<file path="src/rtl/mips_pkg.sv">
// Shared MIPS pipeline constants: write-data selects, load types and the reset PC.
package mips_pkg;

  localparam logic [1:0] WD_ALU = 2'd0;
  localparam logic [1:0] WD_MEM = 2'd1;
  localparam logic [1:0] WD_PC8 = 2'd2;
  localparam logic [1:0] WD_RSV = 2'd3;

  localparam logic [2:0] LD_LW  = 3'd0;
  localparam logic [2:0] LD_LB  = 3'd1;
  localparam logic [2:0] LD_LBU = 3'd2;
  localparam logic [2:0] LD_LH  = 3'd3;
  localparam logic [2:0] LD_LHU = 3'd4;

  localparam logic [31:0] DEFAULT_RESET_PC = 32'h0000_3000;

endpackage

</file>
<file path="src/rtl/load_ext.sv">
// Combinational load-data extraction and extension from an aligned DM word.
module load_ext
  import mips_pkg::*;
(
  input  logic [31:0] rdata,
  input  logic [1:0]  off,
  input  logic [2:0]  load_type,
  output logic [31:0] ext_data
);

  logic [7:0]  byte_v;
  logic [15:0] half_v;

  always_comb begin
    byte_v = rdata[7:0];
    case (off)
      2'd0: byte_v = rdata[7:0];
      2'd1: byte_v = rdata[15:8];
      2'd2: byte_v = rdata[23:16];
      2'd3: byte_v = rdata[31:24];
      default: byte_v = rdata[7:0];
    endcase
    // off[0] is deliberately ignored for halfwords: misalignment is not trapped
    half_v = off[1] ? rdata[31:16] : rdata[15:0];
    case (load_type)
      LD_LB:   ext_data = {{24{byte_v[7]}}, byte_v};
      LD_LBU:  ext_data = {24'd0, byte_v};
      LD_LH:   ext_data = {{16{half_v[15]}}, half_v};
      LD_LHU:  ext_data = {16'd0, half_v};
      default: ext_data = rdata;
    endcase
  end

endmodule

</file>
<file path="src/rtl/wb_stage.sv">
// M/W pipeline register with write-data selection and load extension.
// Optional retired-instruction counter enabled by defining WB_RETIRE_CNT_EN.
module wb_stage
  import mips_pkg::*;
#(
  parameter logic [31:0] RESET_PC = DEFAULT_RESET_PC
) (
  input  logic        clk,
  input  logic        reset,
  input  logic        m_valid,
  input  logic [31:0] m_pc,
  input  logic [4:0]  m_reg_addr,
  input  logic [1:0]  m_wd_sel,
  input  logic [2:0]  m_load_type,
  input  logic [31:0] m_alu_result,
  input  logic [31:0] m_mem_rdata,
`ifdef WB_RETIRE_CNT_EN
  output logic [31:0] w_retired,
`endif
  output logic        w_valid,
  output logic [31:0] w_pc,
  output logic [4:0]  w_reg_addr,
  output logic [31:0] w_reg_data
);

  // m_valid qualifies the M-stage fields; there is no ready: W accepts every cycle.
  logic        valid_q;
  logic [31:0] pc_q;
  logic [4:0]  addr_q;
  logic [1:0]  sel_q;
  logic [2:0]  load_type_q;
  logic [31:0] alu_q;
  logic [31:0] rdata_q;
  logic [31:0] ext_data;

  always_ff @(posedge clk) begin
    if (reset) begin
      valid_q     <= 1'b0;
      pc_q        <= RESET_PC;
      addr_q      <= 5'd0;
      sel_q       <= WD_ALU;
      load_type_q <= LD_LW;
      alu_q       <= 32'd0;
      rdata_q     <= 32'd0;
    end else begin
      valid_q     <= m_valid;
      pc_q        <= m_pc;
      addr_q      <= m_valid ? m_reg_addr : 5'd0;
      sel_q       <= m_wd_sel;
      load_type_q <= m_load_type;
      alu_q       <= m_alu_result;
      rdata_q     <= m_mem_rdata;
    end
  end

  load_ext u_load_ext (
    .rdata     (rdata_q),
    .off       (alu_q[1:0]),
    .load_type (load_type_q),
    .ext_data  (ext_data)
  );

  always_comb begin
    w_reg_data = 32'd0;
    case (sel_q)
      WD_ALU:  w_reg_data = alu_q;
      WD_MEM:  w_reg_data = ext_data;
      WD_PC8:  w_reg_data = pc_q + 32'd8;
      default: w_reg_data = 32'd0;
    endcase
  end

  assign w_valid    = valid_q;
  assign w_pc       = pc_q;
  assign w_reg_addr = (sel_q == WD_RSV) ? 5'd0 : addr_q;

`ifdef WB_RETIRE_CNT_EN
  logic [31:0] retired_q;

  always_ff @(posedge clk) begin
    if (reset) retired_q <= 32'd0;
    else if (m_valid) retired_q <= retired_q + 32'd1;
  end

  assign w_retired = retired_q;
`endif

endmodule

</file>
<file path="config.mk">
export PLATFORM = sky130hd
export DESIGN_NAME = wb_stage
export DESIGN_NICKNAME = d
export VERILOG_FILES = /design/src/rtl/mips_pkg.sv /design/src/rtl/load_ext.sv /design/src/rtl/wb_stage.sv
export SDC_FILE = /design/constraint.sdc
export NUM_CORES = 1
export LEC_CHECK = 0
export CAP_MARGIN = 0
export CORE_MARGIN = 3
export CORE_UTILIZATION = 49
export CTS_BUF_LIST = sky130_fd_sc_hd__clkbuf_8
export CTS_CLUSTER_DIAMETER = 120
export DETAILED_ROUTE_END_ITERATION = 10
export GPL_TIMING_DRIVEN = 0
export PLACE_DENSITY = 0.95
export SLEW_MARGIN = 20
export SYNTH_ARGS = -nofsm -noshare
export SYNTH_HDL_FRONTEND = slang
export SYNTH_SLANG_ARGS = --single-unit
</file>
<file path="constraint.sdc">
create_clock -name clk -period 7.4 [get_ports clk]
set_clock_uncertainty 0.1 [all_clocks]
set_input_delay 1.85 -clock clk [delete_from_list [all_inputs] [get_ports clk]]
set_output_delay 1.85 -clock clk [all_outputs]
set_load 0.005 [all_outputs]
</file>
; Word level (Yosys, flattened, before mapping)
; Cells that the tools add are included.
[totals]
register_bits = 107
latchBits = 0
mem_bits_rw = 0
mem_bits_ro = 0
in_bits = 109
out_inout_bits = 70
elab_cells = 27
memories = 0
[classes]
n_addsub = 1
multipliers = 0
div_mod_pow = 0
magnitude_cmp = 0
n_eq_ne = 10
shifts = 0
muxes = 5
n_bitwise = 1
n_reduce_logical = 3
[op_table]
columns = op, n
row1 = 32-bit one-hot mux with 4 select lines, 1
row2 = 32-bit one-hot mux with 3 select lines, 1
row3 = 32-bit by 4-bit adder with 32-bit output (second input constant), 1
row4 = 8-bit one-hot mux with 4 select lines, 1
row5 = 16-bit 2-to-1 mux, 1
row6 = 2-bit equality test (second input constant), 4
row7 = 3-bit by 2-bit equality test with 1-bit output (second input constant), 2
row8 = 5-bit 2-to-1 mux, 1
row9 = 2-bit by 1-bit equality test with 1-bit output (second input constant), 2
row10 = 2-bit zero test, 2
row11 = 3-bit by 1-bit equality test with 1-bit output (second input constant), 1
row12 = 3-bit equality test (second input constant), 1
row13 = 2-bit OR reduction, 1
row14 = 1-bit NOT, 1

; Depth between registers and ports, before layout
[depth]
word_depth = 4
mapped_depth = 7
depth_no_buf = 6

; By module
; A second synthesis with hierarchy kept.
[unflattened]
cells_unflattened = 518
area_unflattened_um2 = 4952.2
[by_module_without_submodules]
columns = mod, n_inst, cells_each, area_each_um2, seq_area_each_um2
row1 = wb_stage, 1, 419, 4068.9, 2142.1
row2 = load_ext, 1, 99, 883.3, 0.0

; Worst setup path after synthesis
; OpenSTA, ideal clock, no wires.
[synth_timing]
path_kind = register -> output
from = reg pc_q[10] (netlist: w_pc[10])
to = out w_reg_data[17]
t_arrival_ns = 1.748
required_time_ns = 5.450
slack_ns = 3.702
path_stages_with_launch = 7
n_path_buf = 1
cell_sequence = dfxtp_1 nand3_2 or4_4 buf_6 or3_1 a21oi_1 o31ai_1
[synth_via]
elab_chain_len = 2
[synth_lines]
columns = element, line_no
row1 = "start, declared", wb_stage.sv:28  ; logic [31:0] pc_q;
row2 = "start signal, assigned", wb_stage.sv:47  ; pc_q <= m_pc;
row3 = 32-bit by 4-bit adder with 32-bit output, wb_stage.sv:68  ; WD_PC8: w_reg_data = pc_q + 32'd8;
row4 = 32-bit one-hot mux with 3 select lines, wb_stage.sv:65  ; case (sel_q)
row5 = "end, declared", wb_stage.sv:23  ; output logic [31:0] w_reg_data
; Every way passes these cells.

; Final worst setup path
[layout_timing]
from = reg load_type_q[0]
to = out w_reg_data[20]
[layout_via]
elab_chain_len = 3
word_cells_on_any_way = 6
classes_between = 4 x eq/ne / 2 x mux
[layout_lines]
columns = element, line_no
row1 = "start, declared", wb_stage.sv:31  ; logic [2:0] load_type_q;
row2 = "start signal, assigned", wb_stage.sv:50  ; load_type_q <= m_load_type;
row3 = "3-bit equality test, or another cell as far along", load_ext.sv:25  ; case (load_type)
row4 = 32-bit one-hot mux with 4 select lines *, load_ext.sv:25
row5 = 32-bit one-hot mux with 3 select lines *, wb_stage.sv:65
; Mark *: on every way between the ends. The rest lies on a longest branch, timed or not.

==> out/results.ini <==
[status]
status = completed

[clocking]
cts-resized-gates = 0
cts_tree = done
clock_tree.buffer_depth = 2
clkTransAtPathRegs_ns = 0.12
cts_root_buf = clkbuf_8
hold_buffers = 0
cts_inserted_buffers = 9
post_cts_buffers = 0
clock_sinks = 107
htreeDepth = 3

[die]
core_um2 = 8980
die_width_um = 104
die_area_um2 = 10700
die_h_um = 104
row_count = 34
pin_count = 179
start_util = 0.519

[synth]
synth_edf_count = 0
syn-num-nets = 618
syn_inst = 508
synthesis.area_um2 = 4660
synth_top_family_by_area = simple AND/OR/NAND/NOR gates
synthArstFlopShare = 0
synthFlopType = dfxtp_1
avgSynthCellArea_um2 = 9.17
yosysSeqAreaShare = 0.460
synthAdderAreaFrac = 0.00269
synth_compound_area_frac = 0.132
yosys.area_share.simple = 0.280
synth_cell_types = 56
synth_xor_area_frac = 0.0489
yosysWarningCount = 0
ys_ff_latch = 107
synthMuxAreaShare = 0.0408

[placement]
place_hpwl_mm = 12.1
dp.cells = 812
place.port_buffers = 178
gp_congestion = 0.922

[flow_run]
maxCapViolations = 0

[timing]
finalCritPeriodShare = 0.673
rsz0062_at_grt = no
hold_viol = 0
slew_headroom = 0.478
hold_ws_ns = 1.90
min_period_ns = 4.98
fin_setup_tns_ns = 0
setup_viol = 0
finalMaxSlewViolations = 0
tightestPinTransition_ns = 0.777
fmax_mhz = 201

[finish]
syn_to_final_growth_pct = 46.1
num-nets-final = 807
final_cell_mix = clkdlybuf4s50_1, dfxtp_1, nor2b_1, nand2_1, o21ai_0
fillCellCount = 615
stdcell_count = 828
drive_gt1_frac = 0.0684
layout_commonest_cell = clkdlybuf4s50_1
diodes = 0

[routing]
dr_wl_met2_mm = 6.98
routed.top_layer = met4
wl_per_cell_um = 18.4
drt-met1-wl_mm = 6.29
route.detailed.drc = 0
detail-route-antenna-nets = 0
vias_per_cell = 5.39
drt_pre_antenna_iters = 5
routed_wirelength_mm = 15.2
vias = 4462
wl_met3_mm = 1.30
drt-initial-drc-count = 348

[global_routing]
antenna_found_initial = 0
grt_pass1_wl_mm = 23.9
grt_pass1_vias = 4520
grt_max_degree = 19
overflow = 0
grt_usage = 0.281

[critical_path]
critPathKind = flop to primary output
cp-start-kind = flop
cp-end-kind = primary output
cp_max_fo = 10
worstPathRequired_ns = 5.45
arrival_ns = 3.03

[power]
ir_worst_vdd_uv = 103
power_density_nw_per_um2 = 183
p_leak_nw = 2.46

[min_path]
holdCritPathClass = primary input to flop

layout make-up:
class	count	area [µm²]	share of cell area
clock buffers	10	138	0.0202
clock inverters	6	71.3	0.0105
flip-flops and latches	107	2140	0.315
inverters	8	30.0	0.00441
plain buffers	31	133	0.0195
multi-input cells	362	2350	0.346
repair buffers	178	1780	0.262
well taps	126	158	0.0232
power by group:
group	switching (mW)	total, mW	internal [mW]
Combinational	0.0963	0.240	0.144
Sequential	0.0257	0.632	0.607
Clock	0.206	0.376	0.170
Total	0.328	1.25	0.921
path summary, 6_finish.rpt:
path,start,endpoint,slack [ns],depth (start not counted)
worst max-delay path,load_type_q[0]$_SDFF_PP0_,w_reg_data[20],2.42,8
worst min-delay path,m_pc[20],w_pc[20]$_SDFF_PP0_,1.90,2
routing by layer:
| metal | up-vias | track usage |
|---|---|---|
| li1 | 2116 | - |
| met1 | 2052 | 0.349 |
| met2 | 250 | 0.456 |
| met3 | 44 | 0.0709 |
| met4 | 0 | 0.134 |
| met5 | - | 0 |
stage by stage:
| stage | power [mW] | util | worst slack, ns | instance area [µm²] |
|---|---|---|---|---|
| 5_1_grt | 1.30 | 0.758 | 2.15 | 6810 |
| 6_report | 1.25 | 0.758 | 2.42 | 6810 |
| 2_1_floorplan | 0.732 | - | 3.70 | 4660 |
| 3_3_place_gp | 0.879 | 0.735 | 2.85 | 6600 |
| 3_5_place_dp | 0.882 | 0.735 | 2.87 | 6600 |
| 4_1_cts | 1.25 | 0.758 | 2.44 | 6810 |
sequential cells by signal, indices dropped and copies added, names as in the netlist:
name,count
addr_q,5
rdata_q,32
w_valid,1
sel_q,2
alu_q,32
w_pc,32
load_type_q,3
cell usage after synthesis, types with 8 or more instances:
cell        n  share of area
dfxtp_1   107           0.46
nor2b_1   102           0.14
nand2_1    31          0.025
o21ai_0    31          0.033
nor2_1     28          0.023
clkbuf_1   24          0.019
xnor2_1    19          0.036
a21oi_1    13          0.014
and2_1     12          0.016
o211ai_1   12          0.019
nand3_1    11          0.012
mux2i_1    10          0.021
mux2_2      8          0.019
nor3_1      8         0.0086
logic make-up after synthesis:
group / Yosys count
XOR/XNOR: 26
AND/OR/NAND/NOR: 226
AO/OA/AOI/OAI: 91
adder cells (fa/ha/maj): 1
flip-flops: 107
buffers and inverters: 39
multiplexers: 18
worst max-delay path: stages, from the launching register on:
cell,delay (ns)
dfxtp_1,0.32
buf_2,0.22
nand2b_1,0.14
or4_1,0.54
a41oi_2,0.38
buf_4,0.22
o21ai_0,0.15
o31ai_1,0.11
clkdlybuf4s50_1,0.57
Note: power is estimated with default switching activity, not from simulation.
==> patch, RTL diff (same settings) <==
Build with the macro `WB_RETIRE_CNT_EN` defined.
--- a/src/rtl/wb_stage.sv
+++ b/src/rtl/wb_stage.sv
@@ -1,4 +1,6 @@
 // M/W pipeline register with write-data selection and load extension.
 // Optional retired-instruction counter enabled by defining WB_RETIRE_CNT_EN.
+`define WB_RETIRE_CNT_EN
+
 module wb_stage
   import mips_pkg::*;
Check against the original RTL (old outputs only; new: w_retired): equivalent (equiv_simple and equiv_induct, registers matched by name and starting in step).
==> patch against the unedited design <==
Clock power rose by 81%. Worst setup slack lost 0.13 ns. Design area rose by 35%. Critical path depth shrank 1. Sequential cell count rose by 32. Synthesized cell count is 43% higher. Wire length rose by 46%. Die area increased by 36%. Maximum frequency decreased by 2.5%. Sequential power up 28%. Total power increased by 41%. Area after synthesis increased by 38%. Critical path type unchanged. Critical endpoint is now w_reg_data[23].
==> patch: results (changes against the unedited design) <==
gp_congestion: 1.08  # was 0.922
holdWs_ns: 0.438  # was 1.90 ns
critPathTopFamily: "simple AND/OR/NAND/NOR gates"  # was buffers and inverters
placed_cell_area_mm2: 0.00873  # was 0.00660 mm^2
arrival_ns: 3.15  # was 3.03 ns
synth-xor-area-share: 0.0681  # was 0.0489
clk-insertion-delay-late_ns: 0.45
finalWirelength_mm: 22.2  # was 15.2 mm
peakVddDrop_uv: 132  # was 103 uV
total_leakage_power_nw: 3.31  # was 2.46 nW
dp_hpwl_mm: 16.8  # was 12.1 mm
drtIter0Drc: 589  # was 348
outcome: "completed"  # unchanged
fin_crit_sh: 0.690  # was 0.673
min_to: "w_retired[23]"  # was w_pc[20]
grt_pass1_wl_mm: 33.6  # was 23.9 mm
slew_headroom: 0.467  # was 0.478
synth.avg_cell_area_um2: 8.88  # was 9.17 um^2
place_ws_ns: 2.85  # was 2.87 ns
seq_area_frac_synth: 0.433  # was 0.460
muxShareOfSynthArea: 0.0504  # was 0.0408
synth.distinct_cells: 60  # was 56
port_buffers: 209  # was 178
grt_use_total: 0.300  # was 0.281
power_mw: 1.77  # was 1.25 mW
min_path_type: "flop to flop"  # was primary input to flop
clk_pin_slew_worst_paths_ns: 0.08  # was 0.12 ns
synth_fp_nets: 835  # was 618
synthTopCellsByCount: "139 x dfxtp_1, 106 x nor2b_1, 77 x nor2_1, 55 x nand2_1, 28 x xor2_1"  # was 107 x dfxtp_1, 102 x nor2b_1, 31 x nand2_1, 31 x o21ai_0, 28 x nor2_1
p_int_mw: 1.32  # was 0.921 mW
htreeDepth: 4  # was 3
grt_pass1_vias: 6185  # was 4,520
cts-buffers-inserted: 17  # was 9
synth_area_leaders: "dfxtp_1 43%, nor2b_1 10%, nor2_1 4.5%, xor2_1 3.8%, nand2_1 3.2%"  # was dfxtp_1 46%, nor2b_1 14%, xnor2_1 3.6%, o21ai_0 3.3%, nand2_1 2.5%
ys_async_sr_fraction: 0  # unchanged
grt_max_degree: 17  # was 19
synth_compound_area_frac: 0.117  # was 0.132
p_seq_mw: 0.811  # was 0.632 mW
crit_fanout: 6  # was 10
synth_adder_area_share: 0.00545  # was 0.00269
worstHoldStart: "w_retired[23]"  # was m_pc[20]
routed-via-count: 6384  # was 4,462
fin_cells: 1135  # was 828
critPathLaunch: "w_pc[3]"  # was load_type_q[0]
comb_power_share: 0.157  # was 0.192
## patch: cell count changes after synthesis, moves of 10 or more
cell,change
mux2i_1,+10
nand3_1,+15
nand2_1,+24
nand4_1,+10
o221ai_1,+16
o211ai_1,-10
xor2_1,+21
nor2_1,+49
o21ai_0,-16
a21oi_1,+10
dfxtp_1,+32
## patch: cells by family after synthesis
group	count (synthesis)
mux	30
compound gates	104
buf+inv	51
fa+ha+maj	3
simple gates	347
flops	139
xor+xnor	50
## patch: metal layers
layer | track usage | vias up | share of wire
li1 | - | 2960 | -
met1 | 0.359 | 2995 | 0.38
met2 | 0.503 | 370 | 0.49
met3 | 0.100 | 59 | 0.10
met4 | 0.107 | 0 | 0.031
met5 | 0 | - | 0
## patch: layout make-up
type | instances | area [um^2]
buffer | 39 | 166
clock buffer | 19 | 262
clock inverter | 11 | 169
fill | 991 | 3560
inverter | 12 | 45.0
multi-input combinational | 534 | 3430
sequential | 139 | 2780
tap | 172 | 215
timing repair buffer | 209 | 2090
